File: src/rtl/mem_ctrl.sv
// Memory-bus controller and round-robin arbiter for the byte-wide RAM/IO port.
// It serialises IF word fetches and LSB loads/stores into byte accesses.
module mem_ctrl #(
    parameter int ADDR_W = 32
) (
    input  logic              clk_in,
    input  logic              rst_in,
    input  logic              rdy_in,
    input  logic              clear,
    input  logic              if_req,
    input  logic [ADDR_W-1:0] if_addr,
    output logic              if_done,
    output logic [31:0]       if_data,
    input  logic              lsb_req,
    input  logic              lsb_wr,
    input  logic [1:0]        lsb_len,
    input  logic [ADDR_W-1:0] lsb_addr,
    input  logic [31:0]       lsb_wdata,
    output logic              lsb_done,
    output logic [31:0]       lsb_rdata,
    input  logic [7:0]        mem_din,
    output logic [7:0]        mem_dout,
    output logic [ADDR_W-1:0] mem_a,
    output logic              mem_wr,
    input  logic              io_buffer_full
);

    typedef enum logic [1:0] {IDLE, RD, WR} state_t;

    state_t            state_reg;
    logic              owner_reg;        // 1 = LSB owns the bus
    logic              last_reg;         // 1 = LSB was granted last
    logic [ADDR_W-1:0] base_reg;
    logic [2:0]        n_reg;
    logic [2:0]        iss_reg;
    logic [2:0]        cap_reg;
    logic [31:0]       wdata_reg;
    logic [31:0]       rbuf_reg;
    logic              resume_reg;
    logic              if_done_reg;
    logic              lsb_done_reg;
    logic              done_store_reg;
    logic [31:0]       if_data_reg;
    logic [31:0]       lsb_rdata_reg;

    logic [2:0]        iss_eff;
    logic              rd_issue;
    logic              rd_capture;
    logic              wr_active;
    logic              io_stall;
    logic [ADDR_W-1:0] cur_addr;
    logic              if_ok;
    logic              lsb_ok;
    logic              pick_lsb;
    logic [7:0]        wbyte [4];
    logic [31:0]       rbuf_next;

    // After a pause the byte in flight is stale, so issuing restarts at cap.
    assign iss_eff    = (state_reg == RD && resume_reg) ? cap_reg : iss_reg;
    assign rd_issue   = (state_reg == RD) && rdy_in && !clear && (iss_eff < n_reg);
    assign rd_capture = (state_reg == RD) && rdy_in && !clear && !resume_reg && (cap_reg < iss_reg);
    assign wr_active  = (state_reg == WR) && rdy_in;
    assign cur_addr   = base_reg + ADDR_W'(iss_eff);
    assign io_stall   = wr_active && (cur_addr[17:16] == 2'b11) && io_buffer_full;

    // A requester whose done pulse is showing this cycle is not re-granted.
    assign if_ok    = if_req && !clear && !if_done_reg;
    assign lsb_ok   = lsb_req && !lsb_done_reg;
    assign pick_lsb = lsb_ok && (!if_ok || !last_reg);

    genvar gi;
    generate
        for (gi = 0; gi < 4; gi++) begin : g_lane
            assign wbyte[gi] = wdata_reg[8*gi +: 8];
            assign rbuf_next[8*gi +: 8] = (rd_capture && cap_reg[1:0] == 2'(gi))
                                          ? mem_din : rbuf_reg[8*gi +: 8];
        end
    endgenerate

    assign mem_a     = (rd_issue || wr_active) ? cur_addr : '0;
    assign mem_dout  = wr_active ? wbyte[iss_reg[1:0]] : 8'h00;
    assign mem_wr    = wr_active && !io_stall;
    assign if_done   = if_done_reg && rdy_in && !clear;
    assign lsb_done  = lsb_done_reg && rdy_in && (done_store_reg || !clear);
    assign if_data   = if_data_reg;
    assign lsb_rdata = lsb_rdata_reg;

    always_ff @(posedge clk_in) begin
        if (rst_in) begin
            state_reg      <= IDLE;
            owner_reg      <= 1'b0;
            last_reg       <= 1'b0;
            base_reg       <= '0;
            n_reg          <= 3'd0;
            iss_reg        <= 3'd0;
            cap_reg        <= 3'd0;
            wdata_reg      <= 32'h0;
            rbuf_reg       <= 32'h0;
            resume_reg     <= 1'b0;
            if_done_reg    <= 1'b0;
            lsb_done_reg   <= 1'b0;
            done_store_reg <= 1'b0;
            if_data_reg    <= 32'h0;
            lsb_rdata_reg  <= 32'h0;
        end else begin
            resume_reg <= !rdy_in;
            // A pending pulse survives a pause but dies if a flush cancels it.
            if (rdy_in || (clear && !done_store_reg)) begin
                if_done_reg  <= 1'b0;
                lsb_done_reg <= 1'b0;
            end
            case (state_reg)
                IDLE: begin
                    if (rdy_in && (pick_lsb || if_ok)) begin
                        iss_reg  <= 3'd0;
                        cap_reg  <= 3'd0;
                        rbuf_reg <= 32'h0;
                        if (pick_lsb) begin
                            state_reg <= lsb_wr ? WR : RD;
                            owner_reg <= 1'b1;
                            last_reg  <= 1'b1;
                            base_reg  <= lsb_addr;
                            n_reg     <= {1'b0, lsb_len} + 3'd1;
                            wdata_reg <= lsb_wdata;
                        end else begin
                            state_reg <= RD;
                            owner_reg <= 1'b0;
                            last_reg  <= 1'b0;
                            base_reg  <= if_addr;
                            n_reg     <= 3'd4;
                        end
                    end
                end
                RD: begin
                    if (clear) begin
                        state_reg <= IDLE;
                    end else if (rdy_in) begin
                        iss_reg  <= rd_issue ? iss_eff + 3'd1 : iss_eff;
                        rbuf_reg <= rbuf_next;
                        if (rd_capture) begin
                            cap_reg <= cap_reg + 3'd1;
                            if (cap_reg + 3'd1 == n_reg) begin
                                state_reg      <= IDLE;
                                done_store_reg <= 1'b0;
                                if (owner_reg) begin
                                    lsb_done_reg  <= 1'b1;
                                    lsb_rdata_reg <= rbuf_next;
                                end else begin
                                    if_done_reg <= 1'b1;
                                    if_data_reg <= rbuf_next;
                                end
                            end
                        end
                    end
                end
                WR: begin
                    // Stores are committed: a flush does not interrupt them.
                    if (wr_active && !io_stall) begin
                        iss_reg <= iss_reg + 3'd1;
                        if (iss_reg + 3'd1 == n_reg) begin
                            state_reg      <= IDLE;
                            lsb_done_reg   <= 1'b1;
                            done_store_reg <= 1'b1;
                        end
                    end
                end
                default: state_reg <= IDLE;
            endcase
        end
    end

endmodule

File: config.mk
export PLATFORM = sky130hd
export DESIGN_NAME = mem_ctrl
export DESIGN_NICKNAME = d
export VERILOG_FILES = /design/src/rtl/mem_ctrl.sv
export SDC_FILE = /design/constraint.sdc
export NUM_CORES = 1
export LEC_CHECK = 0
export ABC_CLOCK_PERIOD_IN_PS = 4000
export BUFFER_PORTS_ARGS = -buffer_cell sky130_fd_sc_hd__clkbuf_2
export CORE_MARGIN = 2
export CORE_UTILIZATION = 53
export CTS_CLUSTER_SIZE = 8
export DETAILED_ROUTE_END_ITERATION = 12
export HOLD_SLACK_MARGIN = 0.02
export MAX_ROUTING_LAYER = met4
export PLACE_DENSITY = 0.86
export SYNTH_ARGS = -nofsm -noshare
export SYNTH_HDL_FRONTEND = slang
export SYNTH_SLANG_ARGS = --single-unit
File: constraint.sdc
create_clock -name clk_in -period 4 [get_ports clk_in]
set_input_delay 0.4 -clock clk_in [delete_from_list [all_inputs] [get_ports clk_in]]
set_output_delay 0.4 -clock clk_in [all_outputs]
set_load 0.02 [all_outputs]
==> results.sh, run 1 <==
export IMPL_core_um2=15300
export IMPL_antenna_cells=0
export IMPL_grt_pass1_vias=6896
export IMPL_min_path_type="input port to register"
export IMPL_first_pass_iters=5
export IMPL_drc=0
export IMPL_path_class="register to primary output"
export IMPL_status="completed"
export IMPL_die_area_um2=16800
export IMPL_place_gp_congestion=0.864
export IMPL_syn_inst=960
export IMPL_crit_path_max_incr_delay_ps=410
export IMPL_ir_worst_vdd_mv=0.259
export IMPL_grt_total_usage_pct=26.1
export IMPL_crit_start="state_reg[1]$_SDFFE_PP0P_"
export IMPL_endpoint="mem_a[6]"
export IMPL_worst_slew_pin_transition_ps=1080
export IMPL_root_buffer="clkbuf_16"
export IMPL_initial_core_util_pct=54.8
export IMPL_maxSlewHeadroom_pct=28.1
export IMPL_cp_cell_sequence="inv_1, ha_1, nand2_1, mux2_2, ha_1, nor4bb_2, a21boi_0, nand2_1, and2_4, nor2_1, clkbuf_2"
export IMPL_hold_viol=0
export IMPL_period_minus_slack_ps=3860
export IMPL_end_kind="primary output"
export IMPL_rows=45
export IMPL_drtIter0Drc=543
export IMPL_postRouteAntennaNets=0
export IMPL_leakage_nw=4.29
export IMPL_cts_made_buffers=17
export IMPL_overflow=0
export IMPL_cts_buffer_depth=2
export IMPL_drt_wl_total_mm=21.6
export IMPL_ys_types=62
export IMPL_hold_slack_ps=188
export IMPL_antenna_found_initial=0
export IMPL_fillers=1269
export IMPL_cts_hold_buffers=0
export IMPL_crit_fanout=30
export IMPL_seq_area_frac_synth_pct=42.0
export IMPL_io_pins=221
export IMPL_maxSlewViolCount=0
export IMPL_crit_arrival_ps=3460
export IMPL_crit_required_ps=3600
export IMPL_syn_nets=1093
export IMPL_layout_common_cells="219 x clkbuf_2, 179 x nor2_1, 176 x dfxtp_1, 96 x a211oi_1, 93 x nand2_1"
export IMPL_skew_ps=12.2
export IMPL_die_h_um=130
export IMPL_r2r_start="state_reg[1]$_SDFFE_PP0P_"
export IMPL_clk_pin_slew_ps=60
export IMPL_vias=7589
export IMPL_grt_pass1_wl_mm=34.0
export IMPL_area_delta_synth_final_pct=21.8
export IMPL_clk_latency_ps=430
export IMPL_finish_utilization_pct=66.7
export IMPL_wl_per_cell_um=15.9
export IMPL_grt_max_degree=92
export IMPL_timing_rr_end="state_reg[1]$_SDFFE_PP0P_"
export IMPL_fmaxAchievable_mhz=259
export IMPL_reg2reg_setup_slack_ps=550
export IMPL_cap_viol_max_count=0
export IMPL_finalCritPeriodShare_pct=96.4
export IMPL_drive_above_1_share_pct=25.7
export IMPL_slowest_stage="mux2_2"
export IMPL_vias_per_cell=5.59
export IMPL_finalSetupViolCount=0
export IMPL_ys_ff_latch=176
export IMPL_start_kind="register"
export IMPL_cts_sinks=176
export IMPL_syn_area_um2=8390
export IMPL_synthFlopType="dfxtp_1"
export IMPL_numPortBuffers=220
export IMPL_reg2reg_depth=13
export IMPL_fin_nets=1269
export IMPL_syn_area_per_cell_um2=8.74
export IMPL_hpwlAfterDp_mm=15.2
export IMPL_cts_tree="yes"
export IMPL_power_density_nw_per_um2=391
export IMPL_ys_warnings_count=0
export IMPL_synth_edff_count=0
export IMPL_final_common_cell="clkbuf_2"
export IMPL_die_x_um=130
export IMPL_synth_async_reset_ratio_pct=0
export IMPL_cts_htree_levels=4
==> where the power goes <==
group / internal, mW / leakage (nW) / total (mW) / switching [mW]
Sequential: 1.80 / 1.43 / 1.85 / 0.0488
Clock: 1.06 / 0.301 / 1.77 / 0.708
Combinational: 0.152 / 2.56 / 0.372 / 0.220
==> kinds of logic (layout without fill, tap and decap cells) <==
logic type               Yosys count  in the layout  synth area share, %
buffers and inverters             90            276                 4.68
XOR/XNOR                          37             37                 3.86
adder cells (fa/ha/maj)           19             19                 2.92
multiplexers                      75             75                 10.2
AO/OA/AOI/OAI                    211            211                 18.1
flip-flops                       176            176                 42.0
AND/OR/NAND/NOR                  352            352                 18.2
==> worst max-delay path, delay by kind of cell (launching register included) <==
family,cells,cell delay [ps]
buffers and inverters,2,270
AO/OA/AOI/OAI,1,340
flip-flops,1,380
multiplexers,1,410
AND/OR/NAND/NOR,5,1200
adder cells (fa/ha/maj),2,440
==> per-stage QoR <==
step                area (µm²)  setup slack (ps)  TNS (ps)  power, mW  cells
CTS                      10200              23.9         0       4.01   1357
floorplan                 8390               730         0       2.12    960
finish                   10200               143         0       3.99   1357
global placement          9560               607         0       2.25   1328
detailed placement        9560               421         0       2.25   1328
global route             10200              -100     -1780       4.13   1357
==> final cells by class <==
| class | count | area [µm²] | area share [%] |
|---|---|---|---|
| clock buffer | 18 | 439 | 4.30 |
| sequential | 176 | 3520 | 34.5 |
| timing repair buffer | 229 | 1210 | 11.8 |
| inverter | 18 | 67.6 | 0.661 |
| multi-input combinational | 694 | 4530 | 44.4 |
| clock inverter | 11 | 179 | 1.75 |
| tap | 211 | 264 | 2.58 |
==> synthesized netlist by cell type, types with 14 or more instances <==
master / n / area share [%]
dfxtp_1: 176 / 42
nor2b_1: 14 / 1.0
ha_1: 18 / 2.7
nor2_1: 181 / 8.1
clkbuf_1: 50 / 2.2
a22oi_1: 35 / 3.1
xor2_1: 24 / 2.5
inv_1: 17 / 0.76
mux2i_1: 64 / 7.6
nand2_1: 94 / 4.2
a211oi_1: 96 / 8.6
buf_2: 14 / 0.84
a21oi_1: 40 / 2.4
==> timing repair <==
| action | 4_1_cts | 5_1_grt |
|---|---|---|
| endpoints found under the hold margin | 0 | 0 |
| setup endpoints to repair | 30 | 32 |
| setup buffers | 0 | 0 |
| resized for setup | 2 | 7 |
==> worst min path at each step <==
stage	end	start	depth (start not counted)	slack, ps
5_1_grt	wdata_reg[29]$_SDFFE_PP0P_	lsb_wdata[29]	3	190
3_3_place_gp	wdata_reg[14]$_SDFFE_PP0P_	wdata_reg[14]$_SDFFE_PP0P_	2	440
6_report	wdata_reg[9]$_SDFFE_PP0P_	lsb_wdata[9]	3	190
3_5_place_dp	wdata_reg[18]$_SDFFE_PP0P_	wdata_reg[18]$_SDFFE_PP0P_	2	450
2_1_floorplan	wdata_reg[16]$_SDFFE_PP0P_	wdata_reg[16]$_SDFFE_PP0P_	2	430
4_1_cts	wdata_reg[20]$_SDFFE_PP0P_	lsb_wdata[20]	3	170
==> per-layer routing <==
metal | track usage [%] | share of wire, %
met1 | 32.3 | 43
met2 | 42.0 | 49
met3 | 4.55 | 5.3
met4 | 11.3 | 2.5
met5 | - | 0
(Power assumes the default switching activity.)
==> inputs of run 2 (changes only) <==
--- a/config.mk
+++ b/config.mk
@@ -6,7 +6,7 @@
 export NUM_CORES = 1
 export LEC_CHECK = 0
 export ABC_CLOCK_PERIOD_IN_PS = 4000
-export BUFFER_PORTS_ARGS = -buffer_cell sky130_fd_sc_hd__clkbuf_2
+export BUFFER_PORTS_ARGS = -buffer_cell sky130_fd_sc_hd__buf_2
 export CORE_MARGIN = 2
 export CORE_UTILIZATION = 53
 export CTS_CLUSTER_SIZE = 8
==> run 2 against run 1 <==
Net effect:
- flip-flop and latch count did not move
- via count down 1.7%
- critical path depth is the same
==> results.sh, run 2 (synthesized netlist as in run 1, its figures left out) <==
export IMPL_crit_fanout=6
export IMPL_root_buffer="clkbuf_16"
export IMPL_skew_ps=6.29
export IMPL_numPortBuffers=220
export IMPL_fin_area_um2=10200
export IMPL_die_area_um2=16800
export IMPL_area_delta_synth_final_pct=21.0
export IMPL_drc=0
export IMPL_worst_slew_pin_transition_ps=1060
export IMPL_start_kind="register"
export IMPL_core_um2=15300
export IMPL_drt_wl_total_mm=20.9
export IMPL_cp_top_family="simple AND/OR/NAND/NOR gates"
export IMPL_place_ws_ps=446
export IMPL_setup_slack_ps=204
export IMPL_cp_cell_sequence="inv_1, ha_1, nand2_1, mux2_2, ha_1, a21o_1, nand2_2, nor4_1, o221a_4, nor2_1, buf_2"
export IMPL_finish_utilization_pct=66.3
export IMPL_hpwlAfterDp_mm=14.8
export IMPL_period_minus_slack_ps=3800
export IMPL_vias_per_cell=5.49
export IMPL_maxSlewHeadroom_pct=29.4
export IMPL_die_h_um=130
export IMPL_cp_num_cells=11
export IMPL_hold_slack_ps=205
export IMPL_place_area_um2=9560
export IMPL_power_mw=3.82
export IMPL_setup_tns_ps=0
export IMPL_status="completed"
export IMPL_finalSetupViolCount=0
export IMPL_drtIter0Drc=599
export IMPL_finalCritPeriodShare_pct=94.9
export IMPL_overflow=0
export IMPL_hold_depth=3
export IMPL_grt_pass1_vias=6667
export IMPL_antenna_cells=0
export IMPL_place_gp_congestion=0.884
export IMPL_end_kind="primary output"
export IMPL_crit_required_ps=3600
export IMPL_cts_made_buffers=17
export IMPL_clk_latency_ps=430
export IMPL_crit_arrival_ps=3400
export IMPL_vias=7462
export IMPL_clk_pin_slew_ps=70
export IMPL_crit_path_max_incr_delay_ps=480
export IMPL_stdcell_count=1359
export IMPL_cap_viol_max_count=0
export IMPL_cts_sinks=176
export IMPL_cts_tree="yes"
export IMPL_min_path_type="input port to register"
export IMPL_path_common_cell="ha_1"
export IMPL_path_class="register to primary output"
export IMPL_maxSlewViolCount=0
export IMPL_slowest_stage="nor4_1"
export IMPL_fmaxAchievable_mhz=263
export IMPL_postRouteAntennaNets=0
export IMPL_die_x_um=130
export IMPL_drive_above_1_share_pct=25.8
export IMPL_io_pins=221
export IMPL_cts_buffer_depth=2
export IMPL_hold_viol=0
export IMPL_power_density_nw_per_um2=376
export IMPL_reg2reg_depth=13
export IMPL_final_common_cell="buf_2"
export IMPL_antenna_found_initial=0
export IMPL_rows=45
export IMPL_fin_nets=1268
export IMPL_grt_max_degree=99
export IMPL_wl_per_cell_um=15.4
export IMPL_ir_worst_vdd_mv=0.278
export IMPL_dp_cells=1327
export IMPL_initial_core_util_pct=54.8
export IMPL_grt_total_usage_pct=25.4
export IMPL_layout_common_cells="219 x buf_2, 179 x nor2_1, 176 x dfxtp_1, 96 x a211oi_1, 93 x nand2_1"
export IMPL_grt_pass1_wl_mm=32.9
export IMPL_first_pass_iters=5
export IMPL_cts_htree_levels=4
export IMPL_leakage_nw=4.34
export IMPL_worst_path_buf_inv=2
==> run 2: worst paths after layout <==
kind	start	end	slack (ps)
worst max-delay path	state_reg[1]$_SDFFE_PP0P_	mem_wr	200
worst min-delay path	lsb_wdata[27]	wdata_reg[27]$_SDFFE_PP0P_	210
worst min register to register	wdata_reg[30]$_SDFFE_PP0P_	wdata_reg[30]$_SDFFE_PP0P_	460
worst max register to register	state_reg[1]$_SDFFE_PP0P_	state_reg[1]$_SDFFE_PP0P_	600
==> run 2: repair_timing <==
item / CTS / global route
endpoints found under the hold margin: 0 / 0
buffers inserted: 0 / 0
cloned: 0 / 0
resized for setup: 1 / 8
endpoints found under the setup margin: 30 / 33
hold buffers: 0 / 0
==> run 2: layer usage <==
layer  part of all wire, %  vias to the layer above  GRT usage (%)  routed length [µm]
li1                      -                     3730              -                   -
met1                    44                     3438           32.0                9130
met2                    48                      260           41.5               10100
met3                   6.0                       34           4.14                1250
met4                   2.1                        0           8.86                 429
met5                     0                        -              -                   0
==> run 2: report_power, final <==
part           switching (mW)  internal [mW]
registers              0.0480           1.80
clock network           0.723          0.877
logic                   0.217          0.151
total                   0.988           2.83
==> run 2: worst register-to-register path, cell delays in order, from the launching register on <==
cell and delay (ps):
dfxtp_1 380, inv_1 80, ha_1 230, and3_1 210
or2_2 340, ha_1 220, fa_1 400, a21o_1 220
nand2_2 140, nor4_1 100, o221a_4 310, o31ai_4 250
a31oi_1 150, a2bb2o_4 260
==> run 2: area by class of cell <==
cell class | count | area (µm²)
tap | 211 | 264
sequential | 176 | 3520
timing repair buffer | 228 | 1200
multi-input combinational | 694 | 4520
clock inverter | 11 | 91.3
clock buffer | 21 | 480
fill | 1295 | 5160
inverter | 18 | 67.6
